## config.mk

```make
export PLATFORM = sky130hd
export DESIGN_NAME = sr_display_receiver
export DESIGN_NICKNAME = d
export VERILOG_FILES = /design/src/rtl/sr_display_receiver.sv
export SDC_FILE = /design/constraint.sdc
export NUM_CORES = 1
export LEC_CHECK = 0
export BUFFER_PORTS_ARGS = -buffer_cell sky130_fd_sc_hd__clkbuf_2
export CAP_MARGIN = 20
export CORE_MARGIN = 8
export CORE_UTILIZATION = 65
export DETAILED_ROUTE_END_ITERATION = 16
export HOLD_SLACK_MARGIN = 0.03
export PLACE_DENSITY = 0.83
export SLEW_MARGIN = 5
export SYNTH_ARGS = -nofsm -noshare
export SYNTH_HDL_FRONTEND = slang
export SYNTH_SLANG_ARGS = --single-unit
```

## constraint.sdc

```tcl
create_clock -name clk -period 10.1 [get_ports clk]
set_input_delay 2.02 -clock clk [delete_from_list [all_inputs] [get_ports clk]]
set_output_delay 2.02 -clock clk [all_outputs]
set_load 0.02 [all_outputs]
```

## src/rtl/sr_display_receiver.sv

```systemverilog
// sr_display_receiver: rebuilds the value shown by a 74HC595-style 7-segment chain.
//   It samples the data, shift-clock and latch lines asynchronously, deserialises one
//   NUM_7_SEG_DISPLAYS*8-bit frame per latch pulse and decodes each byte back to a hex digit.
// Ports: clk/rst (async active-high); i_sr_data/i_sr_clk/i_sr_latch serial lines;
//   o_data/o_data_is_neg/o_error with o_valid, accepted by i_ready.
// Latency: latch first sampled at edge N -> o_valid after N+4 (N+5 with the glitch filter).
//   o_valid holds until accepted. The shifter never stalls, and a newer latch overwrites a pending frame.
// Optional: define SR_RX_GLITCH_FILTER_EN for a 2-sample agreement filter on each input.
module sr_display_receiver #(
  parameter int DATA_WIDTH         = 16,
  parameter int NUM_7_SEG_DISPLAYS = 5
) (
  input  logic                  clk,
  input  logic                  rst,
  input  logic                  i_sr_data,
  input  logic                  i_sr_clk,
  input  logic                  i_sr_latch,
  output logic [DATA_WIDTH-1:0] o_data,
  output logic                  o_data_is_neg,
  output logic                  o_error,
  output logic                  o_valid,
  input  logic                  i_ready
);

  localparam int FRAME_BITS = NUM_7_SEG_DISPLAYS * 8;
  localparam int DIG_BITS   = NUM_7_SEG_DISPLAYS * 4;

  typedef enum logic [1:0] {IDLE, DECODE, PRESENT} state_t;

  // Bit 0 = data, bit 1 = shift clock, bit 2 = latch.
  logic [2:0] sync1_q, sync2_q, hist_q, line_s;

`ifdef SR_RX_GLITCH_FILTER_EN
  logic [2:0] filt_q, filt_d;
  // sync1/sync2 hold two consecutive samples, so the filtered value follows only when they agree.
  assign filt_d = (~(sync1_q ^ sync2_q) & sync2_q) | ((sync1_q ^ sync2_q) & filt_q);
  assign line_s = filt_q;
  always_ff @(posedge clk or posedge rst) begin
    if (rst) filt_q <= '0;
    else     filt_q <= filt_d;
  end
`else
  assign line_s = sync2_q;
`endif

  always_ff @(posedge clk or posedge rst) begin
    if (rst) begin
      sync1_q <= '0;
      sync2_q <= '0;
      hist_q  <= '0;
    end else begin
      sync1_q <= {i_sr_latch, i_sr_clk, i_sr_data};
      sync2_q <= sync1_q;
      hist_q  <= line_s;
    end
  end

  logic sr_clk_rise, latch_rise;
  assign sr_clk_rise = line_s[1] & ~hist_q[1];
  assign latch_rise  = line_s[2] & ~hist_q[2];

  // Shift register and bit counter run in every FSM state.
  logic [FRAME_BITS-1:0] shift_q, shift_d;
  logic [7:0]            cnt_q, cnt_d, cnt_shift;

  always_comb begin
    shift_d   = shift_q;
    cnt_shift = cnt_q;
    if (sr_clk_rise) begin
      shift_d = {shift_q[FRAME_BITS-2:0], line_s[0]};
      if (cnt_q != 8'hFF) cnt_shift = cnt_q + 8'd1;
    end
    cnt_d = latch_rise ? 8'd0 : cnt_shift;
  end

  always_ff @(posedge clk or posedge rst) begin
    if (rst) begin
      shift_q <= '0;
      cnt_q   <= '0;
    end else begin
      shift_q <= shift_d;
      cnt_q   <= cnt_d;
    end
  end

  // Snapshot takes post-shift contents so a same-cycle clock rise belongs to the latched frame.
  logic [FRAME_BITS-1:0] frame_q;
  logic [7:0]            fcnt_q;

  always_ff @(posedge clk or posedge rst) begin
    if (rst) begin
      frame_q <= '0;
      fcnt_q  <= '0;
    end else if (latch_rise) begin
      frame_q <= shift_d;
      fcnt_q  <= cnt_shift;
    end
  end

  // Returns {unknown, minus, digit[3:0]}; dp (bit 7) is ignored by the caller.
  function automatic logic [5:0] decode_glyph(input logic [6:0] seg);
    logic [5:0] r;
    r = 6'b000000;
    case (seg)
      7'h3F: r[3:0] = 4'h0;
      7'h06: r[3:0] = 4'h1;
      7'h5B: r[3:0] = 4'h2;
      7'h4F: r[3:0] = 4'h3;
      7'h66: r[3:0] = 4'h4;
      7'h6D: r[3:0] = 4'h5;
      7'h7D: r[3:0] = 4'h6;
      7'h07: r[3:0] = 4'h7;
      7'h7F: r[3:0] = 4'h8;
      7'h6F: r[3:0] = 4'h9;
      7'h77: r[3:0] = 4'hA;
      7'h7C: r[3:0] = 4'hB;
      7'h39: r[3:0] = 4'hC;
      7'h5E: r[3:0] = 4'hD;
      7'h79: r[3:0] = 4'hE;
      7'h71: r[3:0] = 4'hF;
      7'h00: r[3:0] = 4'h0;   // blank = suppressed leading zero
      7'h40: r[4]   = 1'b1;   // minus
      default: r[5] = 1'b1;
    endcase
    return r;
  endfunction

  logic [DIG_BITS-1:0]            dig_all;
  logic [DIG_BITS+DATA_WIDTH-1:0] dig_ext;
  logic [DATA_WIDTH-1:0]          data_d;
  logic                           neg_d, err_d, bad_any;
  logic [7:0]                     minus_cnt;
  logic [5:0]                     g;

  always_comb begin
    dig_all   = '0;
    bad_any   = 1'b0;
    minus_cnt = '0;
    g         = '0;
    for (int k = 0; k < NUM_7_SEG_DISPLAYS; k++) begin
      g                = decode_glyph(frame_q[8*k +: 7]);
      dig_all[4*k +: 4] = g[3:0];
      minus_cnt        = minus_cnt + {7'd0, g[4]};
      bad_any          = bad_any | g[5];
    end
    // Zero-extend then truncate so any DATA_WIDTH relative to the digit count works.
    dig_ext = {{DATA_WIDTH{1'b0}}, dig_all};
    data_d  = dig_ext[DATA_WIDTH-1:0];
    neg_d   = (minus_cnt != 8'd0);
    err_d   = bad_any | (minus_cnt >= 8'd2) | (fcnt_q != 8'(FRAME_BITS));
  end

  state_t state_q, state_d;

  always_comb begin
    state_d = state_q;
    case (state_q)
      IDLE:    if (latch_rise) state_d = DECODE;
      DECODE:  state_d = latch_rise ? DECODE : PRESENT;
      PRESENT: begin
        if (latch_rise)                state_d = DECODE;
        else if (o_valid && i_ready)   state_d = IDLE;
      end
      default: state_d = IDLE;
    endcase
  end

  // o_valid rises one cycle into PRESENT; it drops on acceptance or when a newer frame overwrites.
  logic valid_d;
  assign valid_d = (state_q == PRESENT) && (state_d == PRESENT);

  always_ff @(posedge clk or posedge rst) begin
    if (rst) begin
      state_q       <= IDLE;
      o_valid       <= 1'b0;
      o_data        <= '0;
      o_data_is_neg <= 1'b0;
      o_error       <= 1'b0;
    end else begin
      state_q <= state_d;
      o_valid <= valid_d;
      if (state_q == DECODE) begin
        o_data        <= data_d;
        o_data_is_neg <= neg_d;
        o_error       <= err_d;
      end
    end
  end

endmodule

```

## After elaboration in Yosys (flattened, before gate mapping)

Cells that the tools add are included.

- Input bits: 6
- Word-level logic and storage cells: 155
- Register bits: 125
- Output and inout bits: 19

- Add/subtract/negate cells: 5
- Muxes and demuxes: 23
- Reduce and logical (&&, ||, !) cells: 14
- Magnitude comparators: 1
- Bitwise gates (word level): 10
- Equality and inequality tests: 90

Operator list:

| cell | count |
|---|---|
| == test 7 bit (second input constant) | 65 |
| case mux 4 bit (15 select lines) | 4 |
| OR reduction 18 bit | 5 |
| == test 7 x 3 -> 1 bit (second input constant) | 10 |
| == test 7 x 6 -> 1 bit (second input constant) | 10 |
| two-way mux 40 bit | 1 |
| logical NOT 7 bit | 5 |
| two-way mux 8 bit | 3 |
| two-way mux 1 bit | 10 |
| adder 8 x 1 -> 8 bit (second input constant) | 1 |
| two-way mux 2 bit | 4 |
| != test 8 x 6 -> 1 bit (second input constant) | 1 |
| != test 8 bit (second input constant) | 1 |
| nonzero test 8 bit | 1 |
| OR 1 bit | 6 |
| case mux 2 bit (3 select lines) | 1 |
| adder 4 x 1 -> 5 bit | 1 |
| >= comparator 5 x 2 -> 1 bit (second input constant) | 1 |
| adder 3 x 1 -> 4 bit | 1 |
| == test 2 bit (second input constant) | 2 |
| adder 2 x 1 -> 3 bit | 1 |
| adder 1 x 1 -> 2 bit | 1 |
| AND 1 bit | 2 |
| == test 2 x 1 -> 1 bit (second input constant) | 1 |
| 3 further kinds | 5 |

## Longest topological paths before layout

- Depth after elaboration: 9
- Depth in mapped cells: 13
- Depth with buffers taken out: 12

## Worst setup path before layout

OpenSTA, ideal clock, no wires.

- Kind: reg-to-reg
- Start point: register frame_q[17]
- End point: register o_error
- Path slack: 7405 ps
- Data arrival time: 2564 ps
- Setup time: 131 ps
- Clock period less this slack: 2695 ps
- Cell stages (with the launch flop): 12
- Path through: dfrtp_1 clkbuf_1 nor3_1 and4b_1 fa_1 inv_1 fa_1 ha_1 nand3b_1 nand4_1 nor3_2 a31oi_1

- Cells in the longest elaborated chain, start to end: 8
- Elaborated cells on any way between the ends: 30

RTL lines:

| what | RTL line | RTL |
|---|---|---|
| start, declared | 87 | `logic [FRAME_BITS-1:0] frame_q;` |
| start signal, assigned | 95 | `frame_q <= shift_d;` |
| == test 7 bit, or another cell as far along | 104 | `case (seg)` |
| two-way mux 1 bit / OR reduction 18 bit (equally long branches) | -- |  |
| adder 2 x 1 -> 3 bit / two-way mux 1 bit (equally long branches) | 143, 104 |  |
| adder 3 x 1 -> 4 bit / OR 1 bit (equally long branches) | 143, 144 |  |
| adder 4 x 1 -> 5 bit / OR 1 bit (equally long branches) | 143, 144 |  |
| >= comparator 5 x 2 -> 1 bit / OR 1 bit (equally long branches) | 150, 144 |  |
| OR 1 bit * (2 in series) | 150 | `err_d = bad_any \| (minus_cnt >= 8'd2) \| (fcnt_q != 8'(FRAME_BITS));` |
| end signal, assigned | 185 | `o_error <= err_d;` |
| end, declared | 20 | `output logic o_error,` |

Mark *: on every way between the ends. The rest lies on a longest branch, timed or not.
A chain may end at the register's enable or synchronous reset.

## Worst setup path after layout

- Start point: register o_data[5]
- End point: output o_data[5]

RTL lines:

| what | RTL line | RTL |
|---|---|---|
| start, declared | 18 | `output logic [DATA_WIDTH-1:0] o_data,` |
| start signal, assigned | 183 | `o_data <= data_d;` |

No word-level cell between the ends.

==> run metrics <==
number of max-cap violations 0; FMAX 324.2 MHz; hold path depth 0; proportion of netlist area held by the largest area contributor 49.48%; worst r2r src frame_q[19]; number of buffers and inverters on the critical path 1; CTS clk-pin slew, worst paths 0.05 ns; setup repair after global routing missed its margin false; CTS Sinks 119; fin nets 644; cell at the root of the clock tree clkbuf_8; register bit count reported by yosys 119; count of endpoints failing hold in the final timing report 0; LEAKAGE 3.096 nW; top cells by area, synth dfrtp_1 (49%), nand2_1 (8.7%), mux2_2 (7.9%); Avg Inst Size Synth 9.493 sq um; Psw 414.4 uW; crit-path leading delay family flip-flops; Worst-Skew Late Latency 0.51 ns; share of synthesized flip-flops with an asynchronous set or reset 100.0%; Worst Path Required 8.08 ns; Clk pwr share 42.2%; dominant combinational cell family by area after synthesis simple AND/OR/NAND/NOR gates; first-pass GRT wire length 22.31 mm; worst-case clock skew 0.006771 ns; worst hold path type reg -> reg; Finish-stage setup viols 0; Resized cells post-CTS 0; worst slew margin relative to its limit 50.41%; crit share post-route 30.54%; antenna violations before repair 0; worst min-delay path startpoint sync1_q[0]; number of cells traversed by the worst register-to-register path 10; buffer depth of the longest clock path 2; setup repair bufs after CTS 0; average wire length per cell after detail routing 17.11 um; clock buffers created by TritonCTS 17; fill cell instance count of the final layout 607; count of flip-flops with a built-in enable after synthesis 0; Hold-fix buffers, CTS 0; top post-synthesis cells by count nand2_1 (140), dfrtp_1 (119), mux2_2 (42), o21ai_0 (39), nor2_1 (36); number of ports placed on the die boundary 25; TNS Setup 0 ns; Setup Crit Path Kind reg -> out; remaining design rule violation count 0; switching fraction of total power 28.06%; Hold Worst Slack 0.3485 ns; share of synthesized area spent on multiplexers 8.358%; Reg2Reg Setup Slack 7.04 ns; count of cell instances traversed by the critical path 1; sequential power share 43.3%; Netlist Area Pre-Place 6018 sq um; Slowest cell on crit path dfrtp_1; GPL Wtd Cong 0.8412; Detail Route Antenna Nets 0; syn nets 645; post-DP HPWL 7.890 mm; outcome finished clean; number of standard-cell rows in the floorplan 35; Ant. Diodes 0; distinct cell type count of the synthesized netlist 69; post-detailed-route via-to-cell ratio 6.242; cell count after synthesis 634; ordered cell list for the critical path clkbuf_2; share of synthesized cell area in and, or, nand and nor gates 22.89%; Port-buffer cells 24; Routed WL 12.95 mm; violation count after the first detailed-route iteration 456; DIE AREA 12590 sq um; count of warnings emitted by yosys 0; fin. max-slew vios 0; share of layout cells above drive strength 1 17.65%; slowest stage delay, CP 0.39 ns; post-synthesis cell type with the largest combined area dfrtp_1; most numerous cell in the Yosys netlist nand2_1; core box area 9109 sq um; Pint 1.062 mW; minimum clock period after layout 3.084 ns; CP max FO 2; area growth from synthesis to layout 12.16%; total global routing track utilization 21.66%; post-synthesis xor/xnor area fraction 1.164%; startpoint of the most critical setup path o_data[5]; fraction of the mapped netlist area in compound gates 12.35%; critical path startpoint category register; synthesized-area fraction occupied by adder cells 1.289%; endpoint kind of the worst setup timing path primary output; H-tree depth reported by CTS 4; critical path data arrival time 1.06 ns; most frequently used flop master after synthesis dfrtp_1; power per standard cell area 218.8 nW/um^2; sequential element share of the synthesized area 49.48%; via count of the first global-routing pass 4755; slew of the pin with the lowest slew margin 0.7251 ns; routed vias 4725; maximum resistive drop on vdd 0.0001385 V; largest net degree at the start of global routing 63; Horiz. Die Dim 112.2 um; clock tree from TritonCTS done; Die Height 112.2 um; final global-route overflow total 0; fraction of power consumed by combinational cells 14.6%; number of iterations in the first detailed-routing pass 5; initial standard-cell utilization of the core 66.07%
## layer usage
metal	vias up	global-route usage (%)	wire length [um]
li1	2230	-	-
met1	2306	25.88	5298
met2	159	35.57	6606
met3	30	6.012	723
met4	0	10.43	324
met5	-	0	0
## power groups by stage
stage	sequential, mW	combinational (mW)	clock (mW)
finish	0.639	0.215	0.623
global route	0.650	0.242	0.653
CTS	0.635	0.214	0.631
detailed placement	0.641	0.210	0
global placement	0.635	0.201	0
floorplan	0.590	0.206	0
## layout by cell type, fill, tap and decap left out, types with 11 or more instances in the layout
master / count
nand2_1: 140
dfrtp_1: 119
mux2_2: 42
o21ai_0: 39
nor2_1: 36
clkbuf_2: 24
a21oi_1: 19
nand3_1: 17
clkbuf_16: 16
inv_1: 12
and3_1: 12
nor3_1: 12
a31oi_1: 11
## stage by stage
step	util, %	total power [mW]	area [sq um]	instances	setup slack, ns
6_report	74.11	1.477	6750	757	7.016
5_1_grt	74.11	1.544	6750	757	6.843
4_1_cts	73.80	1.480	6723	756	6.989
3_5_place_dp	66.96	0.8510	6100	724	6.674
3_3_place_gp	66.96	0.8357	6100	724	6.725
2_1_floorplan	-	0.7964	6018	634	4.923
## final timing paths
path,to
max,o_data[5]
min,line_s[0]
max reg2reg,o_error
min reg2reg,line_s[0]
max in group asynchronous,o_data[13]
min in group asynchronous,fcnt_q[0]
## sequential cells by signal, indices dropped and copies added, names as in the netlist, named ones only
signal / count
cnt_q: 8
fcnt_q: 8
frame_q: 35
hist_q: 2
line_s: 3
o_data: 16
o_data_is_neg: 1
o_error: 1
o_valid: 1
shift_q: 35
state_q: 2
sync1_q: 3
## cell type report
cell class	instances	area [sq um]	area share, %
clock buffers	24	480.5	7.118
clock inverters	8	142.6	2.113
inverters	13	51.30	0.7600
multi-input cells	453	2781	41.20
flip-flops and latches	119	2978	44.12
well taps	111	138.9	2.057
repair buffers	29	177.7	2.632
## cells by family after synthesis
logic type,Yosys count
xor gates and xnor gates,8
and+or+nand+nor,281
DFF,119
adders and majority gates,5
muxes,45
AOI/OAI and AO/OA,114
buffers and inverters,62
No activity file was read; power rests on OpenSTA's default activity.
